===== src/rtl/quad_decoder_4bit.sv =====
// rtl/quad_decoder_4bit.sv - synchronized 4-bit quadrature decoder with wrap and error flags
//
// Ports:
//   clk         single clock, rising edge
//   reset       synchronous active-high reset
//   enable      1 = decoded steps update count, 0 = count frozen
//   clear       synchronous clear of count and err_sticky
//   quad_a/b    asynchronous quadrature phases, state code {quad_a, quad_b}
//   count       accumulated position (mod 16)
//   step        one-cycle pulse per accepted transition
//   up_down     direction of the most recent step (1 = up)
//   carry_out   one-cycle pulse on 15->0 (up) or 0->15 (down)
//   err_pulse   one-cycle pulse on a two-bit (illegal) transition
//   err_sticky  latched err_pulse, cleared by clear or reset
//   ready       1 once the synchronizer has been primed after reset
`timescale 1ns/1ps
module quad_decoder_4bit #(
  parameter int SYNC_STAGES = 2
) (
  input  logic       clk,
  input  logic       reset,
  input  logic       enable,
  input  logic       clear,
  input  logic       quad_a,
  input  logic       quad_b,
  output logic [3:0] count,
  output logic       step,
  output logic       up_down,
  output logic       carry_out,
  output logic       err_pulse,
  output logic       err_sticky,
  output logic       ready
);

  localparam logic [2:0] WARM_LAST = 3'(SYNC_STAGES - 1);

  logic [SYNC_STAGES-1:0] sync_a_q, sync_a_d;
  logic [SYNC_STAGES-1:0] sync_b_q, sync_b_d;
  logic [1:0]             prev_q, prev_d;
  logic [2:0]             warm_q, warm_d;
  logic                   ready_q, ready_d;
  logic [3:0]             count_q, count_d;
  logic                   step_q, step_d;
  logic                   up_down_q, up_down_d;
  logic                   carry_q, carry_d;
  logic                   err_pulse_q, err_pulse_d;
  logic                   err_sticky_q, err_sticky_d;

  logic [1:0] s_cur, s_next, pos_cur, pos_prev, delta;
  logic       is_up, is_down, is_err;

  // Gray state code mapped to a 2-bit position (00=0, 01=1, 11=2, 10=3) so the
  // modular difference directly gives +1 (up), -1 (down) or 2 (illegal jump).
  always_comb begin
    s_cur    = {sync_a_q[SYNC_STAGES-1], sync_b_q[SYNC_STAGES-1]};
    s_next   = {sync_a_q[SYNC_STAGES-2], sync_b_q[SYNC_STAGES-2]};
    pos_cur  = {s_cur[1], s_cur[1] ^ s_cur[0]};
    pos_prev = {prev_q[1], prev_q[1] ^ prev_q[0]};
    delta    = pos_cur - pos_prev;
    is_up    = ready_q && (delta == 2'd1);
    is_down  = ready_q && (delta == 2'd3);
    is_err   = ready_q && (delta == 2'd2);
  end

  always_comb begin
    sync_a_d     = {sync_a_q[SYNC_STAGES-2:0], quad_a};
    sync_b_d     = {sync_b_q[SYNC_STAGES-2:0], quad_b};
    prev_d       = prev_q;
    warm_d       = warm_q;
    ready_d      = ready_q;
    count_d      = count_q;
    step_d       = 1'b0;
    up_down_d    = up_down_q;
    carry_d      = 1'b0;
    err_pulse_d  = 1'b0;
    err_sticky_d = err_sticky_q;

    if (!ready_q) begin
      // During warm-up prev follows the value the last stage is about to load,
      // so prev already equals S when ready rises and no false event appears.
      prev_d = s_next;
      if (warm_q == WARM_LAST) begin
        ready_d = 1'b1;
      end else begin
        warm_d = warm_q + 3'd1;
      end
    end else begin
      prev_d = s_cur;
    end

    if (enable) begin
      if (is_up) begin
        count_d   = count_q + 4'd1;
        step_d    = 1'b1;
        up_down_d = 1'b1;
        carry_d   = (count_q == 4'hf);
      end else if (is_down) begin
        count_d   = count_q - 4'd1;
        step_d    = 1'b1;
        up_down_d = 1'b0;
        carry_d   = (count_q == 4'h0);
      end else if (is_err) begin
        err_pulse_d  = 1'b1;
        err_sticky_d = 1'b1;
      end
    end

    // clear swallows any coincident step or error entirely; direction is kept.
    if (clear) begin
      count_d      = 4'd0;
      err_sticky_d = 1'b0;
      step_d       = 1'b0;
      carry_d      = 1'b0;
      err_pulse_d  = 1'b0;
      up_down_d    = up_down_q;
    end
  end

  always_ff @(posedge clk) begin
    if (reset) begin
      sync_a_q     <= '0;
      sync_b_q     <= '0;
      prev_q       <= 2'b00;
      warm_q       <= 3'd0;
      ready_q      <= 1'b0;
      count_q      <= 4'd0;
      step_q       <= 1'b0;
      up_down_q    <= 1'b1;
      carry_q      <= 1'b0;
      err_pulse_q  <= 1'b0;
      err_sticky_q <= 1'b0;
    end else begin
      sync_a_q     <= sync_a_d;
      sync_b_q     <= sync_b_d;
      prev_q       <= prev_d;
      warm_q       <= warm_d;
      ready_q      <= ready_d;
      count_q      <= count_d;
      step_q       <= step_d;
      up_down_q    <= up_down_d;
      carry_q      <= carry_d;
      err_pulse_q  <= err_pulse_d;
      err_sticky_q <= err_sticky_d;
    end
  end

  assign count      = count_q;
  assign step       = step_q;
  assign up_down    = up_down_q;
  assign carry_out  = carry_q;
  assign err_pulse  = err_pulse_q;
  assign err_sticky = err_sticky_q;
  assign ready      = ready_q;

endmodule


===== config.mk =====
export PLATFORM = sky130hd
export DESIGN_NAME = quad_decoder_4bit
export DESIGN_NICKNAME = d
export VERILOG_FILES = /design/src/rtl/quad_decoder_4bit.sv
export SDC_FILE = /design/constraint.sdc
export NUM_CORES = 1
export LEC_CHECK = 0
export BUFFER_PORTS_ARGS = -buffer_cell sky130_fd_sc_hd__buf_2
export CAP_MARGIN = 0
export CORE_AREA = 2 2 56 58
export CTS_CLUSTER_DIAMETER = 150
export DETAILED_ROUTE_END_ITERATION = 16
export DIE_AREA = 0 0 58 60
export SETUP_SLACK_MARGIN = 0.15
export SKIP_LAST_GASP = 1
export SLEW_MARGIN = 0
export SYNTH_ARGS = -nofsm -noshare
export SYNTH_HDL_FRONTEND = slang
export SYNTH_SLANG_ARGS = --single-unit
export TNS_END_PERCENT = 1

===== constraint.sdc =====
create_clock -name clk -period 2.9 [get_ports clk]
set_input_delay 0.58 -clock clk [delete_from_list [all_inputs] [get_ports clk]]
set_output_delay 0.58 -clock clk [all_outputs]
set_load 0.05 [all_outputs]

### After elaboration in Yosys (flattened, before gate mapping)

Cells that the tools add are included.

* bits in registers: 19
* bits in latches: 0
* memory bits (writable): 0
* bits in read-only memories: 0
* output and inout port bits: 10
* logic and storage cells: 52
* memories: 0

* $add $sub $neg: 4
* multipliers: 0
* div/mod/pow operators: 0
* $lt $le $gt $ge: 0
* eq/ne operators: 5
* shift-type cells: 0
* mux-type cells: 12
* bitwise logic cells: 8
* reduce and logical (&&, ||, !) cells: 12

Operator list (count)
* two-way mux 1 bit: 9
* two-way mux 4 bit: 2
* inverter 1 bit: 6
* OR reduction 5 bit: 1
* adder 4 x 1 -> 4 bit (second input constant): 1
* equality test 2 bit (second input constant): 2
* equality test 4 bit (second input constant): 1
* logical NOT 4 bit: 1
* AND reduction 2 bit: 2
* AND reduction 4 bit: 1
* subtractor 4 x 1 -> 4 bit (second input constant): 1
* adder 3 x 1 -> 3 bit (second input constant): 1
* equality test 3 x 1 -> 1 bit (second input constant): 1
* logical AND 1 bit: 3
* AND reduction 3 bit: 1
* OR reduction 3 bit: 1
* equality test 2 x 1 -> 1 bit (second input constant): 1
* two-way mux 2 bit: 1
* nonzero test 2 bit: 1
* OR reduction 2 bit: 1
* subtractor 2 bit: 1
* bitwise XOR 1 bit: 2

### Depth between registers and ports, before layout

* word-level depth: 6
* gate-level depth with buffers: 9

### Worst setup path after synthesis

No wires, ideal clock.

* path type: flip-flop to flip-flop
* start point: reg prev_q[1]
* end point: reg count_q[3], in the netlist count[3]
* arrival time: 2.297 ns
* data required time: 2.773 ns
* setup slack: 0.476 ns
* stages on the path, launching flop included: 10
* buffers on the path: 0
* period minus slack after synthesis: 2.424 ns
* path through: dfxtp_1 xor2_1 ha_1 xor3_2 or3b_2 ha_1 nand3_1 and4b_4 o21ai_0 o31ai_1

* longest elaborated chain between the ends: 6
* elaborated cells between the ends (all ways): 9

RTL lines
* start, declared: RTL line 39 `logic [1:0] prev_q, prev_d;`
* start signal, assigned: RTL line 135 `prev_q <= prev_d;`
* bitwise XOR 1 bit: RTL line 58 `pos_prev = {prev_q[1], prev_q[1] ^ prev_q[0]};`
* subtractor 2 bit *: RTL line 59 `delta = pos_cur - pos_prev;`
* equality test 2 x 1 -> 1 bit / equality test 2 bit (equally long branches): RTL line 60, 61
* logical AND 1 bit, on equally long branches: RTL line 60, 61
* nonzero test 2 bit (no line)
* AND reduction 2 bit (no line)
* end signal, assigned: RTL line 138 `count_q <= count_d;`
* end, declared: RTL line 42 `logic [3:0] count_q, count_d;`

Every way passes the cells marked *; elsewhere a longest branch is shown, timed or not.
A chain may end at the register's enable or synchronous reset.

### Final worst setup path

Ends and elaborated chain as after synthesis.

==> key figures <==
Global route
  – Vias in the first global route: 643
  – GR Util met3: under 10%
  – Gr busiest metal: met2
  – First-pass GRT wire length: 2.69 mm
  – Largest net degree at the start of global routing: 14
  – GR Util met2: 19.5%
  – GRT Util Overall: 10.3%
  – Met1 Usage GRT: about a tenth
  – Antenna violations before repair: 0
  – Grt ovf: 0

Finish
  – Area growth syn-to-layout: 18.5%
  – Layout cell share with drive strength beyond 1: 25.7%
  – Nets: 114
  – Ant. Diodes: 0

Timing
  – Achievable Freq: about 0.4 GHz
  – Clock period minus worst slack: roughly 2.6 ns
  – Setup TNS: 0 ns
  – Finish-stage setup viols: 0
  – Final period utilization: between 80 and 90%
  – RSZ-0062 raised after global routing: no
  – Least-Margin Pin Slew: roughly 0.43 ns
  – Rel. slew slack: around 71%
  – Worst-case clock skew: between 0.002 and 0.003 ns
  – Final Hold Fails: 0
  – Final max-slew violation count: 0

Synth
  – Post-synthesis sequential area ratio: around 46%
  – YS warnings: 0
  – Post-synthesis cell count: 85
  – Count of cell types in the netlist: 26
  – Syn nets: just under 100
  – Syn Area/Cell: between 9 and 10 µm²
  – Synth Register Bits: 19
  – Area of the mapped netlist: around 800 µm²

Setup path
  – Worst-path cell chain: xor2_1 > ha_1 > xor3_2 > or3b_2 > ha_4 > nand3_1 > and4b_4 > o21ai_0 > o31ai_1
  – Crit-path max cell delay: 0.54 ns
  – Worst setup SP type: register
  – CP Max Fanout: 7
  – Reg2reg path depth: 9
  – Crit path DAT: 2.75 ns
  – Slowest-stage cell, CP: or3b_2
  – Crit Path Class: reg -> reg
  – WP data required: about 3.1 ns
  – Crit. End Element: register

Route
  – Vias post-DR: between 600 and 700
  – Antenna-violating nets left: 0
  – Vias/cell: around 4.7
  – Initial drt markers: 10
  – Drt first pass iters: 3
  – Avg WL per Cell: 11.3 µm
  – Final wirelength: approximately 1.5 mm
  – DRC: 0

Floorplan
  – Starting Density: about 28%
  – # rows: 20
  – Core Area: roughly 2900 µm²
  – Die Wd: between 50 and 60 µm
  – # IOs: 16
  – Die Ht: about 60 µm
  – Die area: between 3000 and 4000 µm²

Clock network
  – CTS buffer count: 3
  – Skew-Pair Late Insertion Delay: 0.29 ns
  – Clk buf depth: 2
  – CTS Root Cell: clkbuf_4
  – Clock sink count: 19
  – Clk slew on worst S/H paths: 0.10 ns
  – CTS tree: yes
  – H-tree levels: 1

Placed design
  – IO Port Bufs: 15
  – Gpl congestion: around 0.76
  – Dpl hpwl: around 1.2 mm

Run
  – Max-cap check violation count: 0

Power and ir drop
  – Power per Cell Area: ~640 nW/µm²
  – VDD IR max: between 0.2 and 0.3 mV
  – Static Leak: roughly 0.41 nW
  – Power consumption: a little over 600 µW

Hold path
  – Hold depth: 2
  – Worst Hold Class: reg -> reg

Status
  – Run status: finished, final reports clean
-- sequential cells by signal (all words and copies together) (netlist names) --
register / count
up_down: 1
err_pulse: 1
prev_q: 2
warm_q: 3
ready: 1
count: 4
sync_b_q: 2
step: 1
carry_out: 1
err_sticky: 1
sync_a_q: 2
-- metal layers --
| metal | part of all wire, % | up-vias |
|---|---|---|
| met2 | 53 | 8 |
| met3 | 3.4 | 2 |
| met5 | 0 | - |
| li1 | - | 316 |
| met4 | 0.53 | 0 |
| met1 | 43 | 298 |
-- area by class of cell --
cell class / count / area (µm²)
clock buffer: 3 / 22.5
clock inverter: 1 / 5.00
fill: 326 / 1930
inverter: 4 / 15.0
multi-input combinational: 59 / 438
sequential: 19 / 380
tap: 33 / 41.3
timing repair buffer: 15 / 75.1
-- synth_stat cells (all sizes together) --
cell	count	share of area [%]
a21oi	6	3.6
buf	1	0.61
clkbuf	2	0.91
ha	5	7.6
and4b	1	1.7
o31ai	1	0.91
nor2	17	7.7
or3b	1	1.1
o21ai	2	1.2
a211oi	2	1.8
inv	4	1.8
nand3	1	0.61
or2	1	0.76
nor4	1	0.76
nor2b	5	3.8
mux2i	3	3.6
dfxtp	19	46
xor2	2	2.1
xnor2	3	3.2
nand3b	1	0.91
o311ai	1	1.1
nand4	2	1.5
nand2	1	0.45
fa	1	2.4
xor3	1	3.0
nor3	1	0.61
-- power by group --
part | internal [mW] | total [mW] | switching [mW] | leakage [nW]
Combinational | 0.0733 | 0.173 | 0.100 | 0.241
Sequential | 0.288 | 0.318 | 0.0300 | 0.155
Clock | 0.0513 | 0.130 | 0.0784 | 0.0177
-- critical path, delay by kind of cell, from the launching register on --
kind,cells,cell delay (ns)
compound gates,2,0.23
simple gates,3,0.87
xor+xnor,2,0.50
fa+ha+maj,2,0.48
flops,1,0.38
-- cell families (layout without fill, tap and decap cells) --
| logic type | count (synthesis) | in the layout | synth area share, % |
|---|---|---|---|
| buffers and inverters | 7 | 23 | 3.34 |
| multiplexers | 3 | 3 | 3.64 |
| AND/OR/NAND/NOR | 32 | 32 | 19.9 |
| flip-flops | 19 | 19 | 46.1 |
| adder cells (fa/ha/maj) | 6 | 6 | 10.0 |
| XOR/XNOR | 6 | 6 | 8.35 |
| AO/OA/AOI/OAI | 12 | 12 | 8.65 |
-- placed cells by master (no fill, tap or decap) --
master / count
mux2i_1: 3
a211oi_2: 1
a21oi_1: 5
or3b_2: 1
ha_1: 4
a21oi_2: 1
a211oi_1: 1
nand3b_1: 1
or2_2: 1
nor2b_1: 5
fa_1: 1
o21ai_0: 2
buf_2: 15
nor2_1: 17
nand3_1: 1
nand4_1: 2
xor3_2: 1
ha_4: 1
o31ai_1: 1
inv_1: 4
o311ai_0: 1
dfxtp_1: 19
and4b_4: 1
clkinv_2: 1
clkbuf_4: 3
xnor2_1: 3
xor2_1: 2
nor3_1: 1
nand2_1: 1
nor4_1: 1
-- final timing paths --
check,from,to,slack [ns]
max,prev_q[1]$_SDFF_PP0_,count[3]$_SDFFE_PP0P_,0.33
min,err_sticky$_SDFFE_PP0P_,err_sticky$_SDFFE_PP0P_,0.47
max reg2reg,prev_q[1]$_SDFF_PP0_,count[3]$_SDFFE_PP0P_,0.33
min reg2reg,err_sticky$_SDFFE_PP0P_,err_sticky$_SDFFE_PP0P_,0.47
-- stage by stage --
stage	area [µm²]	std cells	hold WS (ns)	setup WS, ns	util (%)
floorplan	825	85	0.437	0.476	-
global placement	928	130	0.438	0.419	32.0
detailed placement	928	130	0.455	0.322	32.0
CTS	956	134	0.475	0.289	32.9
global route	977	134	0.487	0.180	33.7
finish	977	134	0.469	0.333	33.7
-- what timing repair did --
| item | CTS | global route |
|---|---|---|
| setup buffers | 0 | 0 |
| gates resized for setup | 0 | 3 |
| hold endpoints to repair | 0 | 0 |
| setup endpoints to repair | 0 | 1 |
| hold buffers | 0 | 0 |
Note: power is estimated with default switching activity, not from simulation.
